`config.mk`:
```
export PLATFORM = sky130hd
export DESIGN_NAME = freq_meter_autorange
export DESIGN_NICKNAME = d
export VERILOG_FILES = /design/src/rtl/freq_meter_autorange.sv
export SDC_FILE = /design/constraint.sdc
export NUM_CORES = 1
export LEC_CHECK = 0
export CAP_MARGIN = 20
export CORE_MARGIN = 2
export CORE_UTILIZATION = 36
export DETAILED_ROUTE_END_ITERATION = 12
export DONT_BUFFER_PORTS = 1
export GPL_TIMING_DRIVEN = 1
export HOLD_SLACK_MARGIN = 0.12
export SYNTH_ARGS = -nofsm -noshare
export SYNTH_HDL_FRONTEND = slang
export SYNTH_SLANG_ARGS = --single-unit
```
`constraint.sdc`:
```
create_clock -name sysclk -period 4.44 [get_ports sysclk]
set_clock_uncertainty 0.2 [all_clocks]
set_input_delay 0.222 -clock sysclk [delete_from_list [all_inputs] [get_ports sysclk]]
set_output_delay 0.222 -clock sysclk [all_outputs]
set_load 0.02 [all_outputs]
```
`src/rtl/freq_meter_autorange.sv`:
```
// freq_meter_autorange
//   Auto-ranging BCD frequency meter driving a multiplexed seven-segment display.
//   Rising edges of sigin are counted over a gate of GATE_CYCLES sysclk cycles,
//   either directly or through a divide-by-10 prescaler, and the latched result
//   is scanned onto DIGITS active-low digits with leading-zero blanking.
//
// Ports
//   sysclk    in   sole clock, rising edge
//   rst       in   asynchronous active-high reset
//   sigin     in   measured signal, asynchronous to sysclk
//   mode      in   00 manual direct, 01 manual /10, 1x auto-range
//   highfreq  out  displayed value is in the /10 range
//   ovf       out  displayed value saturated (dashes shown)
//   valid     out  one-cycle pulse when a new result is latched
//   cathodes  out  active-low segments, bit0 = a ... bit6 = g
//   an        out  active-low digit enables, bit0 = rightmost digit
//
// Gate FSM
//   state | meaning
//   RUN   | gate open, counting events, gate counter 0..GATE_CYCLES-1
//   LATCH | one cycle: publish result, clear counters, apply auto-range

module freq_meter_autorange #(
  parameter int GATE_CYCLES = 100_000_000,
  parameter int DIGITS      = 4,
  parameter int SCAN_CYCLES = 100_000
) (
  input  logic              sysclk,
  input  logic              rst,
  input  logic              sigin,
  input  logic [1:0]        mode,
  output logic              highfreq,
  output logic              ovf,
  output logic              valid,
  output logic [6:0]        cathodes,
  output logic [DIGITS-1:0] an
);

  localparam int GW = (GATE_CYCLES > 1) ? $clog2(GATE_CYCLES) : 1;
  localparam int SW = (SCAN_CYCLES > 1) ? $clog2(SCAN_CYCLES) : 1;
  localparam int IW = $clog2(DIGITS);
  localparam int BW = 4 * DIGITS;

  localparam logic [0:0] RUN   = 1'b0;
  localparam logic [0:0] LATCH = 1'b1;

  localparam logic [DIGITS-1:0] AN_ONE = {{(DIGITS-1){1'b0}}, 1'b1};

  logic          sync1, sync2, sync3, edge_p;
  logic [3:0]    psc;
  logic          range_div;
  logic [1:0]    mode_r;
  logic [0:0]    state;
  logic [GW-1:0] gcnt;
  logic [BW-1:0] bcd, bcd_nxt, disp, disp_src;
  logic          sat, all9, carry;
  logic [SW-1:0] scnt;
  logic [IW-1:0] idx;

  logic          mode_chg, latch_now, tick, inc, ovf_src, zero_above;
  logic [3:0]    cur_digit;
  logic [DIGITS-1:0] blank;
  logic [6:0]    seg_nxt;

  function automatic logic [6:0] dec7(input logic [3:0] d);
    case (d)
      4'd0:    dec7 = 7'b1000000;
      4'd1:    dec7 = 7'b1111001;
      4'd2:    dec7 = 7'b0100100;
      4'd3:    dec7 = 7'b0110000;
      4'd4:    dec7 = 7'b0011001;
      4'd5:    dec7 = 7'b0010010;
      4'd6:    dec7 = 7'b0000010;
      4'd7:    dec7 = 7'b1111000;
      4'd8:    dec7 = 7'b0000000;
      4'd9:    dec7 = 7'b0010000;
      default: dec7 = 7'h7F;
    endcase
  endfunction

  // two-flop synchroniser plus registered rising-edge detect
  always_ff @(posedge sysclk or posedge rst) begin
    if (rst) begin
      sync1  <= 1'b0;
      sync2  <= 1'b0;
      sync3  <= 1'b0;
      edge_p <= 1'b0;
    end else begin
      sync1  <= sigin;
      sync2  <= sync1;
      sync3  <= sync2;
      edge_p <= sync2 & ~sync3;
    end
  end

  assign mode_chg  = (mode != mode_r);
  assign latch_now = (state == LATCH) && !mode_chg;
  assign tick      = edge_p && (psc == 4'd9);
  assign inc       = (state == RUN) && (range_div ? tick : edge_p);

  // decade ripple increment; all9 marks the saturation case
  always_comb begin
    bcd_nxt = bcd;
    carry   = 1'b1;
    all9    = 1'b1;
    for (int i = 0; i < DIGITS; i++) begin
      if (bcd[4*i +: 4] != 4'd9) all9 = 1'b0;
      if (carry) begin
        if (bcd[4*i +: 4] == 4'd9) begin
          bcd_nxt[4*i +: 4] = 4'd0;
        end else begin
          bcd_nxt[4*i +: 4] = bcd[4*i +: 4] + 4'd1;
          carry = 1'b0;
        end
      end
    end
  end

  always_ff @(posedge sysclk or posedge rst) begin
    if (rst) begin
      mode_r    <= 2'b00;
      state     <= RUN;
      gcnt      <= '0;
      psc       <= 4'd0;
      bcd       <= '0;
      sat       <= 1'b0;
      range_div <= 1'b0;
      disp      <= '0;
      ovf       <= 1'b0;
      highfreq  <= 1'b0;
      valid     <= 1'b0;
    end else begin
      mode_r <= mode;
      valid  <= 1'b0;
      if (mode_chg) begin
        // restart the gate; published result stays as it was
        state <= RUN;
        gcnt  <= '0;
        psc   <= 4'd0;
        bcd   <= '0;
        sat   <= 1'b0;
        if (!mode[1]) range_div <= mode[0];
      end else if (state == LATCH) begin
        disp     <= bcd;
        ovf      <= sat;
        highfreq <= range_div;
        valid    <= 1'b1;
        state    <= RUN;
        gcnt     <= '0;
        psc      <= 4'd0;
        bcd      <= '0;
        sat      <= 1'b0;
        if (mode_r[1]) begin
          // step down only below 09 in the top two digits, leaving a hysteresis band
          if (!range_div && sat)
            range_div <= 1'b1;
          else if (range_div && (bcd[4*(DIGITS-1) +: 4] == 4'd0) && (bcd[4*(DIGITS-2) +: 4] <= 4'd8))
            range_div <= 1'b0;
        end
      end else begin
        if (edge_p) psc <= (psc == 4'd9) ? 4'd0 : psc + 4'd1;
        if (inc) begin
          if (all9) sat <= 1'b1;
          else      bcd <= bcd_nxt;
        end
        if (gcnt == GW'(GATE_CYCLES - 1)) state <= LATCH;
        else                              gcnt  <= gcnt + GW'(1);
      end
    end
  end

  // segments are fed from the value being latched this cycle so the display
  // changes together with valid/ovf/highfreq
  always_comb begin
    disp_src   = latch_now ? bcd : disp;
    ovf_src    = latch_now ? sat : ovf;
    zero_above = 1'b1;
    blank      = '0;
    for (int i = DIGITS - 1; i >= 1; i--) begin
      zero_above = zero_above && (disp_src[4*i +: 4] == 4'd0);
      blank[i]   = zero_above;
    end
    cur_digit = disp_src[4*int'(idx) +: 4];
    if (ovf_src)         seg_nxt = 7'b0111111;
    else if (blank[idx]) seg_nxt = 7'h7F;
    else                 seg_nxt = dec7(cur_digit);
  end

  always_ff @(posedge sysclk or posedge rst) begin
    if (rst) begin
      scnt     <= '0;
      idx      <= '0;
      an       <= '1;
      cathodes <= 7'h7F;
    end else begin
      if (scnt == SW'(SCAN_CYCLES - 1)) begin
        scnt <= '0;
        idx  <= (idx == IW'(DIGITS - 1)) ? '0 : idx + IW'(1);
      end else begin
        scnt <= scnt + SW'(1);
      end
      an       <= ~(AN_ONE << idx);
      cathodes <= seg_nxt;
    end
  end

endmodule

```
# Word-level counts from Yosys, hierarchy flattened
# Memories as Yosys holds them, arrays and structs flattened.
# Cells that the tools add are included.
# W data, S select, Z words.
[op_classes] n_shift=2 n_bitwise=5 mux=51 addsub=8 n_reduce_logical=30 n_eq_ne=16 magnitude_cmp=2
[ops] operator="$mux W27" count=3
[ops] operator="$mux W16" count=5
[ops] operator="$mux W4" count=11
[ops] operator="$add A27 B1 Y27 const B" count=1
[ops] operator="$eq A27 B27 Y1 const B" count=1
[ops] operator="$mux W1" count=27
[ops] operator="$reduce_bool A3 Y1" count=7
[ops] operator="$add A4 B1 Y4 const B" count=5
[ops] operator="$eq A4 B4 Y1 const B" count=5
[ops] operator="$add A17 B1 Y17 const B" count=1
[ops] operator="$eq A17 B17 Y1 const B" count=1
[ops] operator="$mux W17" count=1
[ops] operator="$logic_not A4 Y1" count=4
[ops] operator="$ne A4 B4 Y1 const B" count=4
[ops] operator="$shiftx A16 B5 Y4" count=1
[ops] operator="$mux W7" count=2
[ops] operator="$reduce_and A3 Y1" count=3
[ops] operator="$logic_and A1 B1 Y1" count=8
[ops] operator="$reduce_and A2 Y1" count=3
[ops] operator="$le A4 B4 Y1 const B" count=1
[ops] operator="$not A4 Y4" count=1
[ops] operator="$reduce_and A4 Y1" count=1
[ops] operator="$reduce_bool A2 Y1" count=2
[ops] operator="$shl A1 B2 Y4 const A" count=1
[ops] operator="other kinds (12)" count=15
[word_totals] elab_cells=137 romBits=112 mem_count=1 reg_bits=105
[mem_list] memory="(no name shown)" words=16 width=7 rd=1 rd_clocked_by_memory_dff=0 write_ports=0 line="66" source="case (d)"

# Logic depth before layout (Yosys ltp)
[logic_depth] ltp_word=11 ltp_mapped=10 depth_no_buf=9

# Worst setup path after synthesis
# No wires, ideal clock.
[synth_path] path_kind="reg-to-reg" from="reg mode_r[1]" to="reg cathodes[3]" t_arrival_ns=2.182 path_slack_ns=1.956 setup_ns=0.102 n_path_buf=1 required_ns=4.138 stages_incl_launch_ff=9 path_cell_list="dfrtp_1 xor2_1 nand3b_4 buf_6 mux2_4 mux4_2 and2_1 a21oi_1 o2111ai_1"
[synth_via] elab_chain_len=11
[synth_lines] element="from (decl)" line="52" source="logic [1:0] mode_r;"
[synth_lines] element="from (signal assigned)" line="133" source="mode_r <= mode;"
[synth_lines] element="$ne A2 B2 Y1 *" line="96" source="assign mode_chg = (mode != mode_r);"
[synth_lines] element="$logic_not A1 Y1 *" line="97" source="assign latch_now = (state == LATCH) && !mode_chg;"
[synth_lines] element="$logic_and A1 B1 Y1 *" line="97"
[synth_lines] element="branches (longest 7 deep; another with $mem_v2 Z16 W7)"
[synth_lines] element="$mux W7 *" line="184" source="if (ovf_src) seg_nxt = 7'b0111111;"
[synth_lines] element="named net seg_nxt[3]" line="63" source="logic [6:0] seg_nxt;"
[synth_lines] element="to (signal assigned)" line="203" source="cathodes <= seg_nxt;"
[synth_lines] element="to (decl)" line="35" source="output logic [6:0] cathodes,"
# Mark *: on every way through the listed nets, which the timed path passes. The select of a mux whose other input is x is not followed.
# A chain may end at the register's enable or synchronous reset.

# Final worst setup path
# Ends and elaborated chain as after synthesis.

==> summary.txt <==
Outcome
  • Status: complete, no violations

Timing
  • Endpoints failing setup: 0
  • Sum Neg Setup Slack: 0 ps
  • Post-route minimum period: 2900 ps
  • RSZ-0062 raised after global routing: false
  • Final hold violation count: 0
  • Final Slew Violations: 0
  • Hold Slack: 149 ps
  • Final cycle utilization of the critical path: 0.653
  • Worst slew pin tran: 890 ps
  • Achievable Freq: 345 MHz
  • Headroom to the max-slew limit: 0.407

Clock network
  • Clock buffer depth: 2
  • Clk sink count: 105
  • Post-CTS sizing: 0
  • CTS tree: yes
  • Clock transition at path regs: 70 ps
  • Clk_lat worst skew: 350 ps
  • Htree depth: 3
  • Root Driver: clkbuf_16
  • Number of CTS-inserted buffers: 9

Detailed routing
  • Via Count: 3540
  • Final WL: 9660 µm
  • Metal2 WL: 4560 µm
  • Routed length on met1: 4700 µm
  • DRC: 0
  • DRT iter0 DRCs: 172
  • Post-DRT Antenna Nets: 0
  • Via/cell ratio: 5.21
  • Routed met3 length: 238 µm
  • Routed length per placed instance: 14.2 µm
  • Pre-Repair DR Iteration Count: 4
  • Top Metal Used: met4

Synthesis
  • Most instantiated library cell after synthesis: dfrtp_1
  • Post-synth cell types: 54
  • Area leader, netlist: dfrtp_1
  • Top cells by count, synth: 94 x dfrtp_1, 55 x nor2_1, 44 x nand2_1
  • Synth Net Count: 512
  • Top cells by area, synth: dfrtp_1 46%, dfstp_2 5.6%, xor2_1 4.7%
  • Post-synthesis xor/xnor area fraction: 0.0726
  • Post-synthesis compound-gate area fraction: 0.0850
  • Ys Warns: 0
  • Sequential fraction of the synthesis area: 0.511
  • Post-synthesis simple-gate area fraction: 0.193
  • Largest family of logic cells by synthesized area: simple AND/OR/NAND/NOR gates
  • Mux cell area share after synthesis: 0.0726
  • Fraction of registers with async set/reset: 1.00
  • Synth Flop Type: dfrtp_1
  • Post-Synth Adder-Cell Area: 0.0363
  • EDFF count, synth: 0
  • Mapped Avg Cell Area: 10.5 µm²
  • Mapped Cells: 492
  • Synth Register Bits: 105
  • Top cell type's share of synthesized area: 0.455
  • Syn Std Cell Area: 5170 µm²

Setup path
  • CP max stage delay: 610 ps
  • Arrival time worst endpoint: 2950 ps
  • CP Cell Sequence: xor2_1 > nand3b_4 > mux2_2 > mux4_2 > o21ai_0 > o2111ai_1
  • CP endpoint: cathodes[3]
  • R2r worst-path depth: 6
  • Worst r2r src: mode_r[1]
  • R2r setup slk: 1540 ps
  • Kind of critical path: flop to flop
  • RR Endpoint: cathodes[3]
  • Worst setup EP type: flop
  • WP data required: 4490 ps
  • Worst setup SP type: flop
  • Critical path's slowest cell: mux4_2
  • First element of the critical path: mode_r[1]
  • CP Max Fanout: 34

Global route
  • Gr usage total: 0.138
  • Vias in the first global route: 3367
  • Largest net degree at the start of global routing: 73
  • Gr ovfl total: 0
  • Initial antenna violation count: 0
  • First-pass GRT wire length: 16600 µm

Layout
  • ANT cells: 0
  • FILL cells: 1300
  • Layout cell share with drive strength beyond 1: 0.108
  • Area Growth Syn to Fin: 10.4%
  • Final net count: 515

Place
  • Port bufs: 0
  • RePlAce Congestion: 0.792
  • Final HPWL DP: 6420 µm

Floorplanning
  • Starting Density: 0.371
  • Row cnt: 43
  • Die footprint: 15300 µm²
  • I/O pins: 19
  • Die Ht: 124 µm
  • Core area: 13900 µm²
  • Die width: 124 µm

Power and ir drop
  • VDD IR-drop max: 0.190 mV
  • PwrDens: 346 nW/µm²
  • Leakage: 2.53 nW

Job
  • Maximum capacitance violations: 0

Min path
  • HP Class: flop to flop
registers in the layout, indices dropped and copies added, names as in the netlist, 2 cells and up:
name and flops:
gcnt 27, scnt 17, bcd 16, disp 16, cathodes 7, an 4, psc 4, idx 2
mode_r 2
worst max-delay path: cells and delay by family (launching register included):
kind	cells	cell delay (ps)
compound gates	2	430
xor+xnor	1	300
flops	1	400
mux	2	1020
simple gates	1	450
how the worst min path moves through the flow:
stage / from / cells after the start / end / slack [ps]
2_1_floorplan: mode[0] / 0 / mode_r[0] / 50
3_3_place_gp: sigin / 0 / sync1 / 50
3_5_place_dp: sigin / 0 / sync1 / 50
4_1_cts: sync1 / 0 / sync2 / 150
5_1_grt: sync1 / 0 / sync2 / 160
6_report: sync1 / 0 / sync2 / 150
routing by layer:
layer | vias to the layer above | track usage
met4 | 0 | 0.0597
met1 | 1745 | 0.188
met2 | 44 | 0.217
met5 | - | 0
met3 | 11 | 0.0220
li1 | 1740 | -
timing repair:
action                    4_1_cts  5_1_grt
hold buffers                    4        0
buffers inserted                0        0
hold endpoints to repair       68        0
power by group:
group / switching (W) / internal [W] / leakage [nW] / total [W]
clock network: 0.000361 / 0.000466 / 0.155 / 0.000827
registers: 0.0000380 / 0.000979 / 1.39 / 0.00102
logic: 0.0000840 / 0.0000447 / 0.978 / 0.000129
total: 0.000483 / 0.00149 / 2.53 / 0.00197
cell usage in the layout, fill, tap and decap left out, drive strengths merged, types with 3 or more instances in the layout:
master / n
dfstp: 11
dlygate4sd3: 4
mux2: 11
nand4: 15
o21ai: 37
xnor2: 14
o31ai: 4
mux4: 8
nand2: 44
o2111ai: 3
a21oi: 17
nor2b: 3
ha: 15
nand3b: 4
nor2: 56
buf: 3
inv: 20
mux2i: 4
clkinv: 4
nor4: 6
nor3: 7
and4: 5
xor2: 28
nand3: 25
clkbuf: 12
and3: 11
a211oi: 3
nand2b: 3
or3: 6
dfrtp: 94
cell families after synthesis:
kind of cell	Yosys count
compound gates	76
flops	105
fa+ha+maj	15
simple gates	195
xor+xnor	42
mux	23
buf+inv	36
layout make-up:
cell class,count,area (µm²),area share
flip-flops and latches,105,2640,0.463
repair buffers,7,62.6,0.0110
well taps,180,225,0.0395
clock buffers,12,289,0.0507
multi-input cells,351,2370,0.416
inverters,21,81.3,0.0143
clock inverters,4,30.0,0.00527
through the flow:
stage | util | setup WS (ps) | power [W] | instances | area [µm²]
2_1_floorplan | - | 1280 | 0.00112 | 492 | 5170
3_3_place_gp | 0.383 | 1650 | 0.00116 | 660 | 5340
3_5_place_dp | 0.383 | 1580 | 0.00116 | 660 | 5340
4_1_cts | 0.409 | 1560 | 0.00199 | 680 | 5700
5_1_grt | 0.409 | 1390 | 0.00206 | 680 | 5700
6_report | 0.409 | 1540 | 0.00197 | 680 | 5700
Power figures use the tool's default switching activity.
